<file path="config.mk">
export PLATFORM = sky130hd
export DESIGN_NAME = fetch_unit
export DESIGN_NICKNAME = d
export VERILOG_FILES = /design/src/rtl/fetch_unit.sv
export SDC_FILE = /design/constraint.sdc
export NUM_CORES = 1
export LEC_CHECK = 0
export ABC_AREA = 0
export CAP_MARGIN = 20
export CORE_AREA = 3 3 290 292
export CTS_CLUSTER_SIZE = 8
export DETAILED_ROUTE_END_ITERATION = 12
export DIE_AREA = 0 0 293 295
export GPL_ROUTABILITY_DRIVEN = 0
export PLACE_DENSITY_LB_ADDON = 0.15
export SLEW_MARGIN = 20
export SYNTH_ARGS = -nofsm -noshare
export SYNTH_HDL_FRONTEND = slang
export SYNTH_SLANG_ARGS = --single-unit
</file>
<file path="constraint.sdc">
create_clock -name clock -period 3.7 [get_ports clock]
set_input_delay 0.74 -clock clock [delete_from_list [all_inputs] [get_ports clock]]
set_output_delay 0.74 -clock clock [all_outputs]
set_load 0.005 [all_outputs]
</file>
<file path="src/rtl/fetch_unit.sv">
// fetch_unit: issues sequential instruction fetches and buffers in-order responses for a consumer.
// Defining FETCH_UNIT_PERF_EN adds the perf_fetched / perf_flushed counters.
//
// state | meaning
// IDLE  | first cycle after reset release, nothing issued
// FETCH | issuing requests while credit allows, responses fill the buffer
// FLUSH | redirected; dropping responses that belong to the abandoned path

module fetch_unit #(
    parameter int              XLEN       = 64,
    parameter logic [XLEN-1:0] RESET_PC   = '0,
    parameter int              FIFO_DEPTH = 4
) (
    input  logic            clock,
    input  logic            reset_n,
    output logic            imem_req_valid,
    input  logic            imem_req_ready,
    output logic [XLEN-1:0] imem_req_addr,
    input  logic            imem_rsp_valid,
    input  logic [31:0]     imem_rsp_data,
    input  logic            redirect_valid,
    input  logic [XLEN-1:0] redirect_pc,
    output logic            out_valid,
    input  logic            out_ready,
    output logic [XLEN-1:0] out_pc,
    output logic [31:0]     out_instr
`ifdef FETCH_UNIT_PERF_EN
    ,
    output logic [31:0]     perf_fetched,
    output logic [31:0]     perf_flushed
`endif
);

    localparam int              PW      = $clog2(FIFO_DEPTH);
    localparam int              CW      = PW + 1;
    localparam logic [XLEN-1:0] ALIGN   = {{(XLEN-2){1'b1}}, 2'b00};
    localparam logic [XLEN-1:0] PC_STEP = XLEN'(4);
    localparam logic [CW:0]     DEPTH_W = (CW+1)'(FIFO_DEPTH);

    typedef enum logic [1:0] {IDLE, FETCH, FLUSH} state_t;

    state_t          state, state_nxt;
    logic [XLEN-1:0] fetch_pc, rsp_pc, redirect_tgt;
    logic [CW-1:0]   outstanding, discard, discard_nxt, redirect_discard, fifo_count;
    logic [PW-1:0]   wr_ptr, rd_ptr;
    logic [XLEN-1:0] pc_mem    [FIFO_DEPTH];
    logic [31:0]     instr_mem [FIFO_DEPTH];
    logic            req_fire, pop_fire, do_push, do_redirect, credit_ok;

    assign redirect_tgt     = redirect_pc & ALIGN;
    assign redirect_discard = outstanding - CW'(imem_rsp_valid);
    assign credit_ok        = ({1'b0, outstanding} + {1'b0, fifo_count}) < DEPTH_W;
    assign req_fire         = imem_req_valid & imem_req_ready;
    assign imem_req_addr    = fetch_pc & ALIGN;
    assign out_valid        = (fifo_count != '0);
    assign pop_fire         = out_valid & out_ready;
    assign out_pc           = pc_mem[rd_ptr];
    assign out_instr        = instr_mem[rd_ptr];

    always_ff @(posedge clock or negedge reset_n) begin
        if (!reset_n) begin
            state   <= IDLE;
            discard <= '0;
        end else begin
            state   <= state_nxt;
            discard <= discard_nxt;
        end
    end

    always_comb begin
        state_nxt      = state;
        discard_nxt    = discard;
        imem_req_valid = 1'b0;
        do_push        = 1'b0;
        do_redirect    = 1'b0;
        unique case (state)
            IDLE: state_nxt = FETCH;
            FETCH: begin
                if (redirect_valid) begin
                    do_redirect = 1'b1;
                end else begin
                    imem_req_valid = credit_ok;
                    do_push        = imem_rsp_valid;
                end
            end
            FLUSH: begin
                if (redirect_valid) begin
                    do_redirect = 1'b1;
                end else if (imem_rsp_valid) begin
                    discard_nxt = discard - CW'(1);
                    if (discard_nxt == '0)
                        state_nxt = FETCH;
                end
            end
            default: state_nxt = IDLE;
        endcase
        // A response landing with the redirect belongs to the old path, so it is not waited for.
        if (do_redirect) begin
            discard_nxt = redirect_discard;
            state_nxt   = (redirect_discard != '0) ? FLUSH : FETCH;
        end
    end

    always_ff @(posedge clock or negedge reset_n) begin
        if (!reset_n) begin
            fetch_pc    <= RESET_PC & ALIGN;
            rsp_pc      <= RESET_PC & ALIGN;
            outstanding <= '0;
            fifo_count  <= '0;
            wr_ptr      <= '0;
            rd_ptr      <= '0;
            for (int i = 0; i < FIFO_DEPTH; i++) begin
                pc_mem[i]    <= '0;
                instr_mem[i] <= '0;
            end
        end else begin
            outstanding <= outstanding + CW'(req_fire) - CW'(imem_rsp_valid);
            if (do_redirect) begin
                fetch_pc   <= redirect_tgt;
                rsp_pc     <= redirect_tgt;
                wr_ptr     <= '0;
                rd_ptr     <= '0;
                fifo_count <= '0;
            end else begin
                if (req_fire)
                    fetch_pc <= fetch_pc + PC_STEP;
                if (do_push) begin
                    pc_mem[wr_ptr]    <= rsp_pc;
                    instr_mem[wr_ptr] <= imem_rsp_data;
                    wr_ptr            <= wr_ptr + PW'(1);
                    rsp_pc            <= rsp_pc + PC_STEP;
                end
                if (pop_fire)
                    rd_ptr <= rd_ptr + PW'(1);
                fifo_count <= fifo_count + CW'(do_push) - CW'(pop_fire);
            end
        end
    end

`ifdef FETCH_UNIT_PERF_EN
    logic [31:0] flush_cleared;
    logic        flush_drop;

    // An entry popped in the redirect cycle was delivered, so it is not counted as flushed.
    assign flush_cleared = do_redirect ? (32'(fifo_count) - 32'(pop_fire)) : 32'd0;
    assign flush_drop    = (state == FLUSH) & imem_rsp_valid;

    always_ff @(posedge clock or negedge reset_n) begin
        if (!reset_n) begin
            perf_fetched <= '0;
            perf_flushed <= '0;
        end else begin
            perf_fetched <= perf_fetched + 32'(do_push);
            perf_flushed <= perf_flushed + flush_cleared + 32'(flush_drop);
        end
    end
`endif

endmodule

</file>
==> impl_metrics.csv <==
group,metric,value,unit
routing,dr_wl_met2,36300,um
power_and_ir_drop,ir_drop,327,uV
floorplan,io_pins,264,
logic_synthesis,synth_most_common_cell,"dfrtp_1",
logic_synthesis,ys_types,56,
routing,postRouteAntennaNets,0,
logic_synthesis,yosys_warnings,0,
clocking,htree_levels,3,
routing,first_pass_iters,5,
worst_setup_path,worstSetupStartpointType,"flip-flop",
logic_synthesis,synth_fa_ha_area_share,1.14,%
routing,highest-signal-layer,"met5",
power_and_ir_drop,p_clk_share,23.4,%
logic_synthesis,seq_area_frac_synth,52.7,%
status,outcome,"finished, final reports clean",
final_layout,fillers,7879,
worst_setup_path,critPathKind,"flip-flop to output port",
grt,grt_pass1_wl,116000,um
logic_synthesis,synth-simple-area-share,10.9,%
logic_synthesis,synth_top_family_by_area,"multiplexers",
power_and_ir_drop,power.net_switching,0.00885,W
sta,skew,22.7,ps
clocking,cts_tree,"done",
routing,met1Wirelength,33500,um
floorplan,fp.coreArea,81800,um2
final_layout,syn2layout_area_growth,25.0,%
logic_synthesis,synth-compound-area-share,5.02,%
logic_synthesis,ys.flop_type,"dfrtp_1",
power_and_ir_drop,pwr-share-comb,37.6,%
final_layout,final_core_util,37.3,%
clocking,post_cts_buffers,0,
sta,drv_slew,0,
clocking,clk_path_buf_depth,3,
placement,port_buffers,257,
worst_setup_path,arrival,2680,ps
routing,dr_wl_met3,5050,um
final_layout,drive_gt1_share,28.2,%
logic_synthesis,async_reset_ff_share,100,%
logic_synthesis,synth_common_cells,"dfrtp_1 (515), mux2_2 (362), nand2_1 (109)",
grt,grt_use_total,17.7,%
worst_setup_path,crit_required,2960,ps
routing,drc,0,
routing,routed_via_density,5.26,
floorplan,die_area,86400,um2
power_and_ir_drop,p_seq_share,39.0,%
logic_synthesis,synthXorXnorAreaFrac,2.19,%
clocking,cts_sinks,515,
floorplan,initial_core_util,29.9,%
logic_synthesis,synth_mux_area_share,25.4,%
sta,slew_headroom,35.4,%
sta,fmax,293,MHz
grt,grt_pass1_vias,18107,
floorplan,fp.dieH,295,um
logic_synthesis,yosys.area.top_type_share,52.7,%
sta,rsz0062_at_grt,"no",
worst_setup_path,critPathCaptureType,"output port",
routing,vias,17170,
routing,drt_iter0_drc,924,
power_and_ir_drop,switching_share,34.3,%
sta,setup_viol,0,
clocking,cts-resized-gates,0,
grt,grt-ovfl-total,0,
power_and_ir_drop,intPower,0.0170,W
clocking,root_buffer,"clkbuf_16",
logic_synthesis,synth_seq_cells,515,
placement,hpwl,53400,um
logic_synthesis,syn_area,24400,um2
worst_setup_path,ff2ff_path_depth,7,
sta,worstMarginPinSlew,960,ps
floorplan,std_cell_rows,105,
clocking,cts_hold_buf,0,
logic_synthesis,synth_edf_count,0,
sta,tns,0,ps
final_layout,fin_nets,2307,
clocking,cts_inserted_buffers,74,
clocking,clkLatencyLatePin,620,ps
grt,antenna_found_initial,3,
logic_synthesis,syn-instance-count,1924,
logic_synthesis,synthTopCellsByArea,"dfrtp_1 (53%), mux2_2 (17%), mux4_2 (8.7%), nand4_1 (1.8%), nand2_1 (1.7%)",
sta,finalHoldViolCount,0,
power_and_ir_drop,leakagePower,12.9,nW
power_and_ir_drop,pwr_density_cell,845,nW/um2
flow_run,maxCapViolations,0,
routing,wl_per_cell,23.4,um
worst_setup_path,worstPathMaxFanout,24,
clocking,clk_pin_slew_worst_paths,60,ps
sta,timing.final.crit_share,92.3,%
min_path,hold_class,"input port to asynchronous set/reset pin",
floorplan,die_x,293,um
sta,post-route-min-period,3420,ps
logic_synthesis,synth_top_cell_by_area,"dfrtp_1",
grt,grt_max_degree,105,
logic_synthesis,syn_area_per_cell,12.7,um2
routing,routed_wl,76500,um
state kept, by name (all words and copies together), names as in the netlist:
signal	count
discard	3
fetch_pc	62
fifo_count	3
instr_mem	128
outstanding	3
pc_mem	248
rd_ptr	2
rsp_pc	62
state	2
wr_ptr	2
cells in the final DEF (no fill, tap or decap), types with 23 or more instances in the layout:
cell | Yosys | routed
nor3_1 | 30 | 29
and3_1 | 27 | 27
mux2_2 | 362 | 362
dfrtp_1 | 515 | 513
nand2_1 | 109 | 104
o21ai_0 | 50 | 50
o31ai_1 | 23 | 23
inv_1 | 25 | 25
buf_4 | 4 | 40
clkdlybuf4s50_1 | 0 | 255
nand4_1 | 69 | 69
a21oi_1 | 48 | 48
a31oi_1 | 42 | 42
xor2_1 | 39 | 39
or4_1 | 27 | 27
mux4_2 | 94 | 94
clkbuf_16 | 0 | 74
nand3_1 | 38 | 38
nor2_1 | 100 | 100
or3_1 | 32 | 32
power by group through the flow:
stage                     Sequential [W]  Combinational [W]  Clock, W
final                             0.0101            0.00971   0.00605
after detailed placement          0.0101            0.00988         0
after global placement           0.00998            0.00976         0
after global routing              0.0104             0.0106   0.00650
after CTS                         0.0101            0.00994   0.00628
after floorplan                  0.00907            0.00582         0
layer usage:
layer,up-vias,track usage (%)
li1,7645,-
met1,8993,23.2
met2,419,29.2
met3,109,4.35
met4,4,5.10
met5,-,0
area by class of cell:
type                       instances  area [um2]  area share [%]
sequential                       515       12900            42.2
clock buffer                      78        1870            6.11
inverter                          28         105           0.344
multi-input combinational       1250       11000            35.9
tap                             1070        1340            4.38
antenna                            2        5.00          0.0164
timing repair buffer             315        3240            10.6
clock inverter                     8         129           0.422
final timing paths:
check	endpoint	startpoint	slack [ps]
hold / removal	pc_mem[124]$_DFFE_PN0P_	reset_n	130
setup / recovery	out_pc[34]	rd_ptr[0]$_DFFE_PN0P_	280
hold reg to reg	pc_mem[22]$_DFFE_PN0P_	pc_mem[22]$_DFFE_PN0P_	480
setup reg to reg	fetch_pc[37]$_DFFE_PN0P_	outstanding[2]$_DFF_PN0_	800
max in group asynchronous	instr_mem[81]$_DFFE_PN0P_	reset_n	2560
min in group clock	pc_mem[22]$_DFFE_PN0P_	pc_mem[22]$_DFFE_PN0P_	480
kinds of logic (layout without fill, tap and decap cells):
| family | count (synthesis) | after routing |
|---|---|---|
| other cells | 1 | 6 |
| compound gates | 200 | 200 |
| flops | 515 | 515 |
| xor+xnor | 61 | 61 |
| buf+inv | 162 | 429 |
| mux | 457 | 457 |
| fa+ha+maj | 21 | 21 |
| simple gates | 507 | 507 |
per-stage QoR:
stage	cell area (um2)	instances	hold WS, ps	worst slack (ps)	power [W]
6_report	30600	3266	133	284	0.0258
5_1_grt	30600	3264	151	161	0.0275
4_1_cts	30600	3264	118	58.0	0.0263
3_5_place_dp	28600	3178	466	294	0.0200
3_3_place_gp	28600	3178	458	330	0.0197
2_1_floorplan	24500	1927	444	618	0.0149
critical path, stage by stage, from the launching register on:
cell	delay (ps)
dfrtp_4	450
buf_4	470
mux4_2	630
clkdlybuf4s50_1	480
No activity file was read; power rests on OpenSTA's default activity.
